--- src/rtl/textbuf_port2_sequencer_if.sv ---
// Port bundle of textbuf_port2_sequencer: command handshake, VGA read port and RAM port 2.
// master = the sequencer, slave = its environment (renderer, HPS command side, RAM).
interface textbuf_port2_sequencer_if #(
    parameter int ADDR_W = 12,
    parameter int DATA_W = 8
);
    logic              cmd_valid;
    logic              cmd_ready;
    logic [1:0]        cmd_op;
    logic [DATA_W-1:0] cmd_fill;
    logic              busy;
    logic              done;
    logic              vga_req;
    logic [ADDR_W-1:0] vga_addr;
    logic [DATA_W-1:0] vga_rdata;
    logic              vga_rvalid;
    logic [ADDR_W-1:0] mem_address2;
    logic              mem_chipselect2;
    logic              mem_write2;
    logic [DATA_W-1:0] mem_writedata2;
    logic              mem_clken2;
    logic [DATA_W-1:0] mem_readdata2;

    modport master (
        input  cmd_valid, cmd_op, cmd_fill, vga_req, vga_addr, mem_readdata2,
        output cmd_ready, busy, done, vga_rdata, vga_rvalid,
               mem_address2, mem_chipselect2, mem_write2, mem_writedata2, mem_clken2
    );

    modport slave (
        output cmd_valid, cmd_op, cmd_fill, vga_req, vga_addr, mem_readdata2,
        input  cmd_ready, busy, done, vga_rdata, vga_rvalid,
               mem_address2, mem_chipselect2, mem_write2, mem_writedata2, mem_clken2
    );
endinterface

--- src/rtl/textbuf_port2_sequencer.sv ---
// Owns port 2 of the text buffer: VGA reads win every cycle, the clear/scroll engine uses
// the remaining cycles. Defining TEXTBUF_STALL_CNT_EN adds the stall_count output.
module textbuf_port2_sequencer #(
    parameter int COLS   = 80,
    parameter int ROWS   = 30,
    parameter int ADDR_W = 12,
    parameter int DATA_W = 8
) (
    input  logic clk,
    input  logic reset,
`ifdef TEXTBUF_STALL_CNT_EN
    output logic [15:0] stall_count,
`endif
    textbuf_port2_sequencer_if.master bus
);
    localparam logic [2:0] S_IDLE     = 3'd0;
    localparam logic [2:0] S_CLEAR    = 3'd1;
    localparam logic [2:0] S_SCR_RD   = 3'd2;
    localparam logic [2:0] S_SCR_WR   = 3'd3;
    localparam logic [2:0] S_SCR_FILL = 3'd4;
    localparam logic [2:0] S_FIN      = 3'd5;

    localparam logic [ADDR_W-1:0] LAST_ADDR = ADDR_W'(COLS * ROWS - 1);
    localparam logic [ADDR_W-1:0] SCR_LAST  = ADDR_W'((ROWS - 1) * COLS - 1);
    localparam logic [ADDR_W-1:0] ROW_OFS   = ADDR_W'(COLS);

    logic [2:0]        state_q, state_d;
    logic [ADDR_W-1:0] ptr_q, ptr_d;
    logic [DATA_W-1:0] fill_q, fill_d;
    logic              cap_pend_q, cap_pend_d;
    logic [DATA_W-1:0] cap_data_q, cap_data_d;
    logic              rvalid_q, rvalid_d;
    logic [DATA_W-1:0] rdata_hold_q, rdata_hold_d;

    logic              eng_pending;
    logic              eng_grant;
    logic              accept;
    logic [DATA_W-1:0] scroll_byte;

    assign eng_pending = (state_q == S_CLEAR) || (state_q == S_SCR_RD) ||
                         (state_q == S_SCR_WR) || (state_q == S_SCR_FILL);
    // A reset cycle never lets the engine write, so an aborted op leaves ptr and above untouched.
    assign eng_grant   = eng_pending && !bus.vga_req && !reset;
    assign accept      = bus.cmd_valid && !eng_pending;

    assign bus.busy       = eng_pending;
    assign bus.cmd_ready  = !eng_pending;
    assign bus.done       = (state_q == S_FIN);
    assign bus.mem_clken2 = 1'b1;
    assign bus.vga_rvalid = rvalid_q;
    assign bus.vga_rdata  = rdata_hold_d;

    // The scroll read data sits on the RAM output only in the cycle after the read;
    // an immediate write takes it straight from there, a stalled one from the capture reg.
    assign scroll_byte = cap_pend_q ? bus.mem_readdata2 : cap_data_q;

    always_comb begin
        state_d    = state_q;
        ptr_d      = ptr_q;
        fill_d     = fill_q;
        cap_pend_d = 1'b0;
        cap_data_d = scroll_byte;
        case (state_q)
            S_IDLE, S_FIN: begin
                state_d = S_IDLE;
                if (accept) begin
                    fill_d = bus.cmd_fill;
                    ptr_d  = '0;
                    case (bus.cmd_op)
                        2'b00:   state_d = S_CLEAR;
                        2'b01:   state_d = S_SCR_RD;
                        default: state_d = S_FIN;
                    endcase
                end
            end
            S_CLEAR, S_SCR_FILL: begin
                if (eng_grant) begin
                    ptr_d = ptr_q + 1'b1;
                    if (ptr_q == LAST_ADDR) state_d = S_FIN;
                end
            end
            S_SCR_RD: begin
                if (eng_grant) begin
                    cap_pend_d = 1'b1;
                    state_d    = S_SCR_WR;
                end
            end
            S_SCR_WR: begin
                if (eng_grant) begin
                    ptr_d   = ptr_q + 1'b1;
                    state_d = (ptr_q == SCR_LAST) ? S_SCR_FILL : S_SCR_RD;
                end
            end
            default: state_d = S_IDLE;
        endcase
    end

    always_comb begin
        bus.mem_address2    = '0;
        bus.mem_chipselect2 = 1'b0;
        bus.mem_write2      = 1'b0;
        bus.mem_writedata2  = '0;
        if (bus.vga_req) begin
            bus.mem_address2    = bus.vga_addr;
            bus.mem_chipselect2 = 1'b1;
        end else if (eng_grant) begin
            bus.mem_chipselect2 = 1'b1;
            case (state_q)
                S_SCR_RD: bus.mem_address2 = ptr_q + ROW_OFS;
                S_SCR_WR: begin
                    bus.mem_address2   = ptr_q;
                    bus.mem_write2     = 1'b1;
                    bus.mem_writedata2 = scroll_byte;
                end
                default: begin
                    bus.mem_address2   = ptr_q;
                    bus.mem_write2     = 1'b1;
                    bus.mem_writedata2 = fill_q;
                end
            endcase
        end
    end

    always_comb begin
        rvalid_d     = bus.vga_req;
        rdata_hold_d = rvalid_q ? bus.mem_readdata2 : rdata_hold_q;
    end

    always_ff @(posedge clk) begin
        if (reset) begin
            state_q      <= S_IDLE;
            ptr_q        <= '0;
            fill_q       <= '0;
            cap_pend_q   <= 1'b0;
            cap_data_q   <= '0;
            rvalid_q     <= 1'b0;
            rdata_hold_q <= '0;
        end else begin
            state_q      <= state_d;
            ptr_q        <= ptr_d;
            fill_q       <= fill_d;
            cap_pend_q   <= cap_pend_d;
            cap_data_q   <= cap_data_d;
            rvalid_q     <= rvalid_d;
            rdata_hold_q <= rdata_hold_d;
        end
    end

`ifdef TEXTBUF_STALL_CNT_EN
    logic [15:0] stall_q, stall_d;

    always_comb begin
        stall_d = stall_q;
        if (accept) begin
            stall_d = '0;
        end else if (eng_pending && bus.vga_req && (stall_q != 16'hFFFF)) begin
            stall_d = stall_q + 16'd1;
        end
    end

    always_ff @(posedge clk) begin
        if (reset) stall_q <= '0;
        else       stall_q <= stall_d;
    end

    assign stall_count = stall_q;
`endif
endmodule
--- src/flat_wrapper.sv ---
// flat-port wrapper written by rule: the top's interface ports become plain ports
module textbuf_port2_sequencer_flat 
#(
    parameter int COLS   = 80,
    parameter int ROWS   = 30,
    parameter int ADDR_W = 12,
    parameter int DATA_W = 8
)
  (clk, reset, bus_cmd_valid, bus_cmd_op, bus_cmd_fill, bus_vga_req, bus_vga_addr, bus_mem_readdata2, bus_cmd_ready, bus_busy, bus_done, bus_vga_rdata, bus_vga_rvalid, bus_mem_address2, bus_mem_chipselect2, bus_mem_write2, bus_mem_writedata2, bus_mem_clken2);
  textbuf_port2_sequencer_if #(.ADDR_W(ADDR_W), .DATA_W(DATA_W)) bus_i ();
  input  logic clk;
  input  logic reset;
  input wire logic [$bits(bus_i.cmd_valid)-1:0] bus_cmd_valid;
  input wire logic [$bits(bus_i.cmd_op)-1:0] bus_cmd_op;
  input wire logic [$bits(bus_i.cmd_fill)-1:0] bus_cmd_fill;
  input wire logic [$bits(bus_i.vga_req)-1:0] bus_vga_req;
  input wire logic [$bits(bus_i.vga_addr)-1:0] bus_vga_addr;
  input wire logic [$bits(bus_i.mem_readdata2)-1:0] bus_mem_readdata2;
  output wire logic [$bits(bus_i.cmd_ready)-1:0] bus_cmd_ready;
  output wire logic [$bits(bus_i.busy)-1:0] bus_busy;
  output wire logic [$bits(bus_i.done)-1:0] bus_done;
  output wire logic [$bits(bus_i.vga_rdata)-1:0] bus_vga_rdata;
  output wire logic [$bits(bus_i.vga_rvalid)-1:0] bus_vga_rvalid;
  output wire logic [$bits(bus_i.mem_address2)-1:0] bus_mem_address2;
  output wire logic [$bits(bus_i.mem_chipselect2)-1:0] bus_mem_chipselect2;
  output wire logic [$bits(bus_i.mem_write2)-1:0] bus_mem_write2;
  output wire logic [$bits(bus_i.mem_writedata2)-1:0] bus_mem_writedata2;
  output wire logic [$bits(bus_i.mem_clken2)-1:0] bus_mem_clken2;
  assign bus_i.cmd_valid = bus_cmd_valid;
  assign bus_i.cmd_op = bus_cmd_op;
  assign bus_i.cmd_fill = bus_cmd_fill;
  assign bus_i.vga_req = bus_vga_req;
  assign bus_i.vga_addr = bus_vga_addr;
  assign bus_i.mem_readdata2 = bus_mem_readdata2;
  assign bus_cmd_ready = bus_i.cmd_ready;
  assign bus_busy = bus_i.busy;
  assign bus_done = bus_i.done;
  assign bus_vga_rdata = bus_i.vga_rdata;
  assign bus_vga_rvalid = bus_i.vga_rvalid;
  assign bus_mem_address2 = bus_i.mem_address2;
  assign bus_mem_chipselect2 = bus_i.mem_chipselect2;
  assign bus_mem_write2 = bus_i.mem_write2;
  assign bus_mem_writedata2 = bus_i.mem_writedata2;
  assign bus_mem_clken2 = bus_i.mem_clken2;
  textbuf_port2_sequencer #(.COLS(COLS), .ROWS(ROWS), .ADDR_W(ADDR_W), .DATA_W(DATA_W)) u_core (.clk(clk), .reset(reset), .bus(bus_i));
endmodule
--- config.mk ---
export PLATFORM = sky130hd
export DESIGN_NAME = textbuf_port2_sequencer_flat
export DESIGN_NICKNAME = d
export VERILOG_FILES = /design/src/rtl/textbuf_port2_sequencer_if.sv /design/src/rtl/textbuf_port2_sequencer.sv /design/src/flat_wrapper.sv
export SDC_FILE = /design/constraint.sdc
export NUM_CORES = 1
export LEC_CHECK = 0
export ABC_AREA = 1
export CAP_MARGIN = 30
export CORE_MARGIN = 5
export CORE_UTILIZATION = 49
export CTS_BUF_LIST = sky130_fd_sc_hd__clkbuf_2 sky130_fd_sc_hd__clkbuf_4 sky130_fd_sc_hd__clkbuf_8
export DETAILED_ROUTE_END_ITERATION = 12
export GPL_TIMING_DRIVEN = 1
export PLACE_DENSITY = 0.86
export SYNTH_ARGS = -nofsm -noshare
export SYNTH_HDL_FRONTEND = slang
export SYNTH_SLANG_ARGS = --single-unit
--- constraint.sdc ---
create_clock -name clk -period 1.95 [get_ports clk]
set_input_delay 0.39 -clock clk [delete_from_list [all_inputs] [get_ports clk]]
set_output_delay 0.39 -clock clk [all_outputs]
set_load 0.01 [all_outputs]
==> results.py <==
metrics = {
    "outcome": {
        "run_status": "finished, violations left",
        "violations": "setup timing",
    },
    "critical_path": {
        "required_ns": 1.56,
        "cp.arrival_ns": 1.63,
        "crit_fanout": 4,
        "critical_path.startpoint_type": "register",
        "timing.rr.end": "u_core.ptr_q[7]",
        "critical_path.endpoint_type": "output port",
        "startpoint": "u_core.state_q[0]",
        "timing.rr.start": "u_core.state_q[1]",
        "r2r_setup_slack_ns": 0.11,
        "critical_path_class": "register to output port",
        "reg2reg_depth": 12,
    },
    "run": {
        "drv_cap": 0,
    },
    "clock_tree": {
        "clk_path_buf_depth": 2,
        "cts_tree": "yes",
        "cts-root-buf": "clkbuf_8",
        "cts_hold_buf": 0,
        "cts_made_buffers": 5,
        "htreeDepth": 2,
        "cts_sinks": 41,
        "clkSlewWorstSetupHoldPaths_ns": 0.08,
        "clk_latency_ns": 0.30,
    },
    "power_and_ir_drop": {
        "p_int_mw": 2.31,
        "seqPwrFrac_pct": 26.2,
        "netSwitchingFraction_pct": 45.1,
        "p_sw_mw": 1.89,
        "p_leak_nw": 1.70,
        "p_clk_share_pct": 17.2,
        "comb_power_share_pct": 56.7,
        "ir_drop_uv": 964,
        "p_per_area_mw_per_mm2": 1140,
    },
    "cells_and_area": {
        "fin_area_sq_mm": 0.00369,
        "finalNonFillerCells": 539,
        "nets": 509,
        "antenna_cells_inserted": 0,
        "area_delta_synth_final_pct": 55.6,
        "fin_util_pct": 78.1,
        "layout-drive-gt1-share_pct": 26.7,
        "final_cell_mix": "97 x nand2_1, 60 x nor2_1, 35 x dfxtp_1, 32 x clkdlybuf4s50_1, 27 x buf_4",
        "final_common_cell": "nand2_1",
    },
    "synth": {
        "yosysWarnings": 0,
        "synth_cell_types": 30,
        "syn-num-nets": 405,
        "synth_area_sq_mm": 0.00237,
        "yosysSeqAreaShare_pct": 34.6,
        "avgSynthCellArea_sq_um": 6.46,
        "synth_top_area_cell": "dfxtp_1",
        "yosysTopAreaCellShare_pct": 34.6,
        "ys_ff_latch": 41,
        "synthTopCellsByArea": "dfxtp_1 35%, nand2_1 16%, nor2_1 11%",
        "postSynthCellCount": 367,
    },
    "die": {
        "die_area_sq_mm": 0.00633,
        "fp.dieW_um": 79.5,
        "initial_core_util_pct": 50.2,
        "fp.coreArea_sq_mm": 0.00472,
        "io_pins": 69,
        "die_y_um": 79.5,
        "rows": 25,
    },
    "hold_path": {
        "hold_path_class": "register to register",
        "hold_start": "u_core.rdata_hold_q[6]",
        "whs_path_depth": 2,
        "hold_path_end": "u_core.rdata_hold_q[6]",
    },
    "route": {
        "drc_errors": 0,
        "wl_per_cell_um": 15.8,
        "ant_nets": 0,
        "drt_iter0_drc": 232,
        "avgViaCountPerCell": 5.40,
        "wl_um": 8540,
        "detailroute.via_count": 2908,
        "drt-pass1-iter-count": 5,
    },
    "grt": {
        "grt_antenna_before_repair": 0,
        "grt_max_degree": 29,
        "grt_pass1_vias": 2782,
        "grt_first_pass_wirelength_um": 12400,
        "grtUsageTotal_pct": 24.9,
        "grt_overflow": 0,
    },
    "place": {
        "port_buffers": 67,
        "hpwl_um": 5390,
        "place_area_sq_mm": 0.00329,
        "gp_congestion": 0.952,
        "dp.cells": 518,
    },
    "sta": {
        "setup_viol": 12,
        "post-route-period-util_pct": 104,
        "max_freq_ghz": 0.495,
        "finClkSkew_ns": 0.00732,
        "slew_violations": 0,
        "fin_crit_ns": 2.02,
        "timing_hold_violations_final": 0,
        "grt_setup_unrepaired": "yes",
        "timing.final.ws_setup_ns": -0.0686,
    },
}
per-layer routing:
metal	up-vias	global-route usage (%)	share of wire, %
met4	0	10.8	3.1
met3	27	4.63	6.8
met1	1351	29.1	38
li1	1378	-	-
met5	-	0	0
met2	152	43.9	52
per-stage QoR:
stage / hold slack [ns] / setup WS (ns) / power [mW] / setup TNS (ns)
5_1_grt: 0.511 / -0.142 / 4.43 / -1.17
3_5_place_dp: 0.469 / -0.560 / 2.98 / -11.48
6_report: 0.479 / -0.0686 / 4.20 / -0.372
4_1_cts: 0.480 / -0.107 / 3.96 / -0.186
2_1_floorplan: 0.448 / 0.282 / 2.26 / 0
3_3_place_gp: 0.456 / -0.515 / 2.92 / -10.13
synthesized netlist by cell type:
master and instances:
inv_2 2, ha_1 4, nand2_8 1, o21ai_1 2
dfxtp_1 41, a22o_1 2, nand2_2 4, buf_2 3
a21oi_1 32, buf_4 1, xor2_1 4, nor3_1 2
o31ai_1 1, nand2_1 100, nand4_1 3, inv_1 30
o211ai_1 1, a32o_1 1, nand3b_1 1, nand3_1 21
inv_6 1, buf_1 1, nor2_2 4, clkbuf_1 5
mux2i_1 8, nand2_4 4, nor2_4 2, nor2_1 69
o21ai_0 16, conb_1 1
critical path: stages (launching register included):
cell      delay, ns
dfxtp_4        0.38
buf_12         0.13
nor2_4         0.14
inv_4          0.08
nor2_4         0.14
nand2_2        0.07
o211ai_1       0.18
nand2_1        0.06
buf_2          0.14
sequential cells by signal, summed over array words and instances, names as in the netlist:
name / count
u_core.ptr_q: 12
u_core.bus.vga_rvalid: 1
u_core.fill_q: 8
u_core.rdata_hold_q: 8
u_core.cap_data_q: 8
u_core.cap_pend_q: 1
u_core.state_q: 3
repair_timing:
item | CTS | global route
endpoints found under the setup margin | 33 | 25
buffers inserted | 8 | 5
endpoints found under the hold margin | 0 | 0
pin swaps | 8 | 14
cloned | 1 | 1
gates resized for setup | 124 | 52
power groups by stage:
stage	clock network, mW	logic, mW	registers, mW
final	0.723	2.38	1.10
after floorplan	0	1.21	1.05
after CTS	0.718	2.16	1.08
after detailed placement	0	1.91	1.07
after global placement	0	1.86	1.06
after global routing	0.757	2.56	1.11
worst max-delay path by stage:
stage | to | slack [ns]
after global placement | bus_mem_address2[5] | -0.51
after CTS | bus_mem_address2[11] | -0.11
final | bus_mem_address2[10] | -0.07
after detailed placement | bus_mem_writedata2[2] | -0.56
after global routing | bus_mem_address2[9] | -0.14
after floorplan | bus_mem_address2[0] | 0.28
cell type report:
cell class                 count  area (sq um)
clock buffer                   6          82.6
clock inverter                 2          37.5
fill                         310          1030
inverter                      33           136
multi-input combinational    284          1560
sequential                    41           836
tap                           67          83.8
timing repair buffer         106           957
cells by family (layout without fill, tap and decap cells):
| group | Yosys count | after routing | synth area share, % |
|---|---|---|---|
| AO/OA/AOI/OAI | 55 | 55 | 12.4 |
| XOR/XNOR | 4 | 4 | 1.48 |
| adder cells (fa/ha/maj) | 4 | 4 | 2.11 |
| buffers and inverters | 43 | 147 | 7.34 |
| flip-flops | 41 | 41 | 34.6 |
| multiplexers | 8 | 8 | 3.38 |
| other | 1 | 1 | 0.158 |
| AND/OR/NAND/NOR | 211 | 212 | 38.5 |
Note: power is estimated with default switching activity, not from simulation.
